## config.mk

```make
export PLATFORM = sky130hd
export DESIGN_NAME = melody_sequencer
export DESIGN_NICKNAME = d
export VERILOG_FILES = /design/src/rtl/audio_pkg.sv /design/src/rtl/square_tone_osc.sv /design/src/rtl/melody_sequencer.sv
export SDC_FILE = /design/constraint.sdc
export NUM_CORES = 1
export LEC_CHECK = 0
export ABC_AREA = 0
export CAP_MARGIN = 40
export CORE_ASPECT_RATIO = 1.2
export CORE_UTILIZATION = 40
export CTS_CLUSTER_SIZE = 20
export DETAILED_ROUTE_END_ITERATION = 10
export SLEW_MARGIN = 20
export SYNTH_ARGS = -nofsm -noshare
export SYNTH_HDL_FRONTEND = slang
export SYNTH_HIERARCHICAL = 1
export SYNTH_SLANG_ARGS = --single-unit
```

## constraint.sdc

```tcl
create_clock -name CLOCK_50 -period 2.7 [get_ports CLOCK_50]
set_input_delay 0.54 -clock CLOCK_50 [delete_from_list [all_inputs] [get_ports CLOCK_50]]
set_output_delay 0.54 -clock CLOCK_50 [all_outputs]
set_load 0.005 [all_outputs]
```

## src/rtl/audio_pkg.sv

```systemverilog
// rtl/audio_pkg.sv - shared state encoding and defaults for the audio sequencer blocks
package audio_pkg;

  // Sequencer states; the numeric values are fixed so debug taps read consistently.
  typedef enum logic [1:0] {
    ST_IDLE  = 2'd0,
    ST_FETCH = 2'd1,
    ST_LATCH = 2'd2,
    ST_PLAY  = 2'd3
  } seq_state_t;

  // One beat at 50 MHz is 50 ms.
  localparam int DEFAULT_BEAT_CYCLES = 2500000;

  // Sample width expected by the downstream audio output path.
  localparam int DEFAULT_SAMPLE_W = 32;

endpackage

```

## src/rtl/square_tone_osc.sv

```systemverilog
// rtl/square_tone_osc.sv - square-wave phase generator driven by a half-period in clock cycles
module square_tone_osc
  import audio_pkg::*;
#(
  parameter int HP_W = 19
) (
  input  logic            clk,
  input  logic            rst_n,
  input  logic            i_clr,
  input  logic            i_load,
  input  logic [HP_W-1:0] i_note,
  input  logic            i_en,
  output logic            o_phase,
  output logic            o_rest
);

  logic [HP_W-1:0] r_note_hp;
  logic [HP_W-1:0] r_hp_cnt;
  logic            r_phase;
  logic            w_half_done;

  // A half-period ends when the counter reaches note_hp-1; only meaningful for a non-zero note.
  assign w_half_done = (r_hp_cnt == (r_note_hp - 1'b1));

  // Note/counter/phase state: clear wins over load, load wins over advancing.
  always_ff @(posedge clk or negedge rst_n) begin
    if (!rst_n) begin
      r_note_hp <= '0;
      r_hp_cnt  <= '0;
      r_phase   <= 1'b0;
    end else if (i_clr) begin
      r_note_hp <= '0;
      r_hp_cnt  <= '0;
      r_phase   <= 1'b0;
    end else if (i_load) begin
      r_note_hp <= i_note;
      r_hp_cnt  <= '0;
      r_phase   <= 1'b0;
    end else if (i_en && (r_note_hp != '0)) begin
      if (w_half_done) begin
        r_hp_cnt <= '0;
        r_phase  <= ~r_phase;
      end else begin
        r_hp_cnt <= r_hp_cnt + 1'b1;
      end
    end
  end

  assign o_phase = r_phase;
  assign o_rest  = (r_note_hp == '0);

endmodule

```

## src/rtl/melody_sequencer.sv

```systemverilog
// rtl/melody_sequencer.sv - steps a note ROM one entry per beat and emits signed square-wave samples
module melody_sequencer
  import audio_pkg::*;
#(
  parameter int SAMPLE_W    = DEFAULT_SAMPLE_W,
  parameter int HP_W        = 19,
  parameter int ADDR_W      = 10,
  parameter int SONG_LEN    = 1000,
  parameter int BEAT_CYCLES = DEFAULT_BEAT_CYCLES,
  parameter int VOL_W       = 4,
  parameter int AMP_SHIFT   = 20
) (
  input  logic                CLOCK_50,
  input  logic                resetn,
  input  logic                start,
  input  logic                stop,
  input  logic                loop_en,
  input  logic [VOL_W-1:0]    volume,
  output logic [ADDR_W-1:0]   rom_addr,
  input  logic [HP_W-1:0]     rom_data,
  input  logic                out_ready,
  output logic                out_valid,
  output logic [SAMPLE_W-1:0] sample_out,
  output logic                busy,
  output logic                done
);

  // Beat counter only has to reach BEAT_CYCLES-3, so clog2 of the beat length always fits.
  localparam int BEAT_W = (BEAT_CYCLES > 2) ? $clog2(BEAT_CYCLES) : 1;
  localparam logic [BEAT_W-1:0] BEAT_LAST = BEAT_W'(BEAT_CYCLES - 3);
  localparam logic [ADDR_W-1:0] ADDR_LAST = ADDR_W'(SONG_LEN - 1);
  localparam int AMP_WIDE_W = SAMPLE_W + VOL_W;

  seq_state_t           r_state;
  logic [ADDR_W-1:0]    r_addr;
  logic [BEAT_W-1:0]    r_beat;
  logic                 r_busy;
  logic                 r_done;
  logic                 r_valid;
  logic [SAMPLE_W-1:0]  r_sample;

  logic                 w_active;
  logic                 w_stop;
  logic                 w_beat_end;
  logic                 w_osc_clr;
  logic                 w_osc_load;
  logic                 w_osc_en;
  logic                 w_phase;
  logic                 w_rest;
  logic [AMP_WIDE_W-1:0] w_amp_wide;
  logic [SAMPLE_W-1:0]  w_amp;
  logic [SAMPLE_W-1:0]  w_level;

  assign w_active   = (r_state != ST_IDLE);
  assign w_stop     = stop && w_active;
  assign w_beat_end = (r_state == ST_PLAY) && (r_beat == BEAT_LAST);

  // A stop forces the oscillator back to a known silent phase; LATCH loads the fetched note.
  assign w_osc_clr  = w_stop;
  assign w_osc_load = (r_state == ST_LATCH);
  assign w_osc_en   = (r_state == ST_PLAY);

  square_tone_osc #(
    .HP_W (HP_W)
  ) u_osc (
    .clk     (CLOCK_50),
    .rst_n   (resetn),
    .i_clr   (w_osc_clr),
    .i_load  (w_osc_load),
    .i_note  (rom_data),
    .i_en    (w_osc_en),
    .o_phase (w_phase),
    .o_rest  (w_rest)
  );

  // Amplitude is the zero-extended volume shifted up; bits above SAMPLE_W are dropped.
  assign w_amp_wide = AMP_WIDE_W'(volume) << AMP_SHIFT;
  assign w_amp      = w_amp_wide[SAMPLE_W-1:0];

  // Silence outside PLAY, on rests and when muted; otherwise +amp on the high phase, -amp on the low.
  assign w_level = ((r_state == ST_PLAY) && !w_rest && (volume != '0))
                   ? (w_phase ? w_amp : (~w_amp + 1'b1))
                   : '0;

  // Sequencer FSM with registered address, busy and done; stop outranks start, start outranks beat end.
  always_ff @(posedge CLOCK_50 or negedge resetn) begin
    if (!resetn) begin
      r_state <= ST_IDLE;
      r_addr  <= '0;
      r_beat  <= '0;
      r_busy  <= 1'b0;
      r_done  <= 1'b0;
    end else begin
      r_done <= 1'b0;
      if (w_stop) begin
        r_state <= ST_IDLE;
        r_addr  <= '0;
        r_beat  <= '0;
        r_busy  <= 1'b0;
      end else if (start) begin
        r_state <= ST_FETCH;
        r_addr  <= '0;
        r_beat  <= '0;
        r_busy  <= 1'b1;
      end else begin
        case (r_state)
          ST_IDLE: begin
            r_state <= ST_IDLE;
          end
          ST_FETCH: begin
            r_state <= ST_LATCH;
          end
          ST_LATCH: begin
            r_beat  <= '0;
            r_state <= ST_PLAY;
          end
          ST_PLAY: begin
            if (w_beat_end) begin
              r_beat <= '0;
              if (r_addr < ADDR_LAST) begin
                r_addr  <= r_addr + 1'b1;
                r_state <= ST_FETCH;
              end else if (loop_en) begin
                r_addr  <= '0;
                r_state <= ST_FETCH;
              end else begin
                r_addr  <= '0;
                r_done  <= 1'b1;
                r_busy  <= 1'b0;
                r_state <= ST_IDLE;
              end
            end else begin
              r_beat <= r_beat + 1'b1;
            end
          end
          default: begin
            r_state <= ST_IDLE;
            r_busy  <= 1'b0;
          end
        endcase
      end
    end
  end

  // Output stage: a sample is offered only in the cycle after the sink signalled ready.
  always_ff @(posedge CLOCK_50 or negedge resetn) begin
    if (!resetn) begin
      r_valid  <= 1'b0;
      r_sample <= '0;
    end else if (out_ready) begin
      r_valid  <= 1'b1;
      r_sample <= w_level;
    end else begin
      r_valid  <= 1'b0;
    end
  end

  assign rom_addr   = r_addr;
  assign busy       = r_busy;
  assign done       = r_done;
  assign out_valid  = r_valid;
  assign sample_out = r_sample;

endmodule

```

==> flow_metrics.env, run 1 <==
export IMPL_floorplan_initialDensity_pct=41.3
export IMPL_ys_async_sr_fraction_pct=100
export IMPL_gr_usage_all_layers_pct=18.7
export IMPL_switching_share_pct=35.8
export IMPL_yosys_cell_types_count=64
export IMPL_grt_max_degree=69
export IMPL_reg2reg_setup_slack_ns=0.12
export IMPL_fp_dieH_um=128
export IMPL_internal_power_w=0.00300
export IMPL_avgRoutedWirePerCell_um=14.8
export IMPL_stdcell_area_um2=6240
export IMPL_clock_fmax_ghz=0.388
export IMPL_cts_root_buf="clkbuf_16"
export IMPL_drc=0
export IMPL_core_area_um2=12700
export IMPL_hold_class="in2async"
export IMPL_clk_pin_slew_ns=0.06
export IMPL_slowest_stage="or4b_4"
export IMPL_clk_latency_ns=0.34
export IMPL_period_minus_slack_ns=2.58
export IMPL_dpl_cell_area_um2=5930
export IMPL_die_w_um=107
export IMPL_critPathBufInv=1
export IMPL_ant_nets=0
export IMPL_overflow=0
export IMPL_worstPathRequired_ns=2.97
export IMPL_syn_avg_cell_area_um2=9.04
export IMPL_fin_skew_ns=0.00537
export IMPL_cts_tree="built"
export IMPL_io_pins=74
export IMPL_die_area_um2=13600
export IMPL_synthFlopType="dfrtp_1"
export IMPL_postCtsHoldBufs=0
export IMPL_grt_pass1_vias=4306
export IMPL_cpPeakStageDelay_ns=0.50
export IMPL_pwr_share_seq_pct=35.0
export IMPL_tightest_slew_ns=0.701
export IMPL_grt_pass1_wl_mm=20.6
export IMPL_r2r_end="u_osc/o_phase$_DFFE_PN0P_"
export IMPL_setup_viol=0
export IMPL_crit_type="reg2reg"
export IMPL_r2r_start="u_osc/r_note_hp[0]$_DFFE_PN0P_"
export IMPL_yosysSeqAreaShare_pct=39.5
export IMPL_rr_worst_depth=10
export IMPL_maxCapViolCount=0
export IMPL_post_route_period_util_pct=95.5
export IMPL_slew_headroom_pct=53.0
export IMPL_syn_cell_area_um2=5250
export IMPL_synth_cells=581
export IMPL_synth_edf_count=0
export IMPL_hold_viol_final=0
export IMPL_crit_top_cell="a21oi_1"
export IMPL_p_total_w=0.00467
export IMPL_cts_sinks=83
export IMPL_path_cells="inv_1, ha_1, or4b_4, nand4b_1, mux2_2, a21oi_1, o32a_2, nand4_4, or3_1, a21oi_1"
export IMPL_numPortBuffers=53
export IMPL_rows=45
export IMPL_power_frac_comb_pct=39.3
export IMPL_drt_wl_total_mm=11.9
export IMPL_nets=676
export IMPL_crit_family="simple AND/OR/NAND/NOR gates"
export IMPL_diodes=0
export IMPL_outcome="complete, no violations"
export IMPL_layout_drive_gt1_share_pct=10.6
export IMPL_crit_path_max_fanout=4
export IMPL_p_sw_w=0.00167
export IMPL_cellPowerDensity_nw_per_um2=749
export IMPL_ctsLongestPathBuffers=2
export IMPL_critPathCaptureType="flip-flop"
export IMPL_ys_ff_latch=83
export IMPL_hpwlAfterDp_mm=8.53
export IMPL_drv_slew=0
export IMPL_start_kind="flip-flop"
export IMPL_drt_iter0_drc=128
export IMPL_htreeDepth=3
export IMPL_syn_to_final_growth_pct=18.8
export IMPL_clkPwrFrac_pct=25.7
export IMPL_gp_congestion=0.831
export IMPL_antenna_found_initial=0
export IMPL_worstPathArrival_ns=2.84
export IMPL_p_leak_nw=2.58
export IMPL_cts_buffers=9
export IMPL_ir_drop_mv=0.356
export IMPL_yosys_warnings=6
export IMPL_dr_total_vias=4331
export IMPL_dr_pass1_iters=4
export IMPL_vias_per_cell=5.39
## power groups by stage
stage | Clock [W] | Combinational, W | Sequential, W
2_1_floorplan | 0 | 0.00133 | 0.00156
3_3_place_gp | 0 | 0.00176 | 0.00164
3_5_place_dp | 0 | 0.00179 | 0.00165
4_1_cts | 0.00123 | 0.00180 | 0.00163
5_1_grt | 0.00126 | 0.00205 | 0.00167
6_report | 0.00120 | 0.00184 | 0.00163
## cell families (layout without fill, tap and decap cells)
kind of cell	Yosys count	count (layout)	synth area share [%]
buffers and inverters	80	120	8.22
muxes	29	29	5.57
adders and majority gates	10	10	2.38
xor gates and xnor gates	36	36	6.00
AOI/OAI and AO/OA	99	99	12.7
and+or+nand+nor	243	243	25.5
DFF	83	83	39.5
other	1	20	0.0714
## timing repair
action,CTS,global route
resized for setup,0,4
endpoints found under the setup margin,0,18
buffers inserted,0,1
## flip-flops by register name (all words and copies together) (netlist names)
register / count
u_osc/o_phase: 1
u_osc/r_note_hp: 19
r_state: 2
out_valid: 1
busy: 1
r_beat: 22
sample_out: 7
u_osc/r_hp_cnt: 19
done: 1
rom_addr: 10
## cell usage after synthesis, types with 3 or more instances
master    number  area share, %
o21ai_0       15            1.4
o311ai_0       7            1.2
xor2_1        13            2.2
nor3_1        18            1.7
nor4b_1        3           0.50
clkbuf_1      12           0.86
buf_4         26            3.7
nor3b_1        4           0.57
nor2b_1       12            1.4
or2_2          4           0.48
inv_1         27            1.9
buf_2          8           0.76
or3_1         12            1.4
a31oi_1       20            2.4
o22ai_1       10            1.2
nor2_1        61            4.4
a21oi_1       15            1.4
a211oi_1       3           0.43
nand3_1       24            2.3
nand2_1       43            3.1
o31ai_2        5            1.2
buf_1          3           0.21
nor4_1         7           0.83
and3_1        13            1.5
o21ai_1        9           0.86
ha_1          10            2.4
xnor2_1       23            3.8
buf_6          3           0.64
mux2i_1       27            5.1
dfrtp_1       83             40
nor3_2         3           0.57
nand4_1        9            1.1
nand2b_1       5           0.60
and4_1         4           0.67
## metrics by stage
stage | setup TNS (ns) | setup slack, ns | cells | hold WS, ns | utilization, %
after global placement | 0 | 0.131 | 789 | 0.420 | 46.6
after CTS | 0 | 0.0497 | 803 | 0.0576 | 48.8
after floorplan | 0 | 0.103 | 600 | 0.244 | -
after detailed placement | 0 | 0.0441 | 789 | 0.422 | 46.6
after global routing | -0.00469 | -0.00469 | 804 | 0.0725 | 49.0
final | 0 | 0.121 | 804 | 0.0557 | 49.0
## cells in the final DEF, fill, tap and decap left out, drive strengths merged, types with 11 or more instances in the layout
cell,count
a21oi,15
a31oi,20
and3,13
buf,27
clkbuf,11
clkdlybuf4s50,52
conb,20
dfrtp,83
inv,27
mux2i,27
nand2,43
nand3,24
nand4,11
nor2,61
nor2b,12
nor3,21
o21ai,25
or3,12
xnor2,23
xor2,13
## metal layers
layer | vias up | part of all wire [%] | track usage (%)
li1 | 2130 | - | -
met1 | 2107 | 44 | 23.3
met2 | 80 | 51 | 32.9
met3 | 14 | 3.4 | 2.09
met4 | 0 | 1.6 | 7.57
met5 | - | 0 | 0
## cell type report
cell class | instances | area [um^2]
multi-input cells | 437 | 2840
fillers | 1220 | 6480
inverters | 27 | 101
repair buffers | 79 | 736
clock inverters | 3 | 40.0
well taps | 164 | 205
flip-flops and latches | 83 | 2080
clock buffers | 11 | 243
## how the worst max path moves through the flow
stage,endpoint,slack [ns],start,cells after the start
5_1_grt,u_osc/o_phase$_DFFE_PN0P_,-0.005,u_osc/r_note_hp[1]$_DFFE_PN0P_,11
2_1_floorplan,u_osc/r_hp_cnt[11]$_DFFE_PN0P_,0.10,u_osc/r_note_hp[0]$_DFFE_PN0P_,11
6_report,u_osc/o_phase$_DFFE_PN0P_,0.12,u_osc/r_note_hp[0]$_DFFE_PN0P_,10
3_3_place_gp,u_osc/o_phase$_DFFE_PN0P_,0.13,u_osc/r_note_hp[0]$_DFFE_PN0P_,11
3_5_place_dp,u_osc/o_phase$_DFFE_PN0P_,0.04,u_osc/r_note_hp[0]$_DFFE_PN0P_,11
4_1_cts,u_osc/o_phase$_DFFE_PN0P_,0.05,u_osc/r_note_hp[0]$_DFFE_PN0P_,11
(Power assumes the default switching activity.)
==> run 2: changes to the inputs <==
--- a/config.mk
+++ b/config.mk
@@ -11,6 +11,7 @@
 export CORE_UTILIZATION = 40
 export CTS_CLUSTER_SIZE = 20
 export DETAILED_ROUTE_END_ITERATION = 10
+export HOLD_SLACK_MARGIN = 0.02
 export SLEW_MARGIN = 20
 export SYNTH_ARGS = -nofsm -noshare
 export SYNTH_HDL_FRONTEND = slang
==> constraint.sdc (replaced) <==
create_clock -name CLOCK_50 -period 2.7 [get_ports CLOCK_50]
set_input_delay 0.54 -clock CLOCK_50 [delete_from_list [all_inputs] [get_ports CLOCK_50]]
set_output_delay 0.54 -clock CLOCK_50 [all_outputs]
set_load 0.01 [all_outputs]
==> results of run 2 <==
Same layout as run 1 (identical final DEF). Status: complete, no violations.
Main changes from that run: total power 0.00467 W -> 0.00470 W
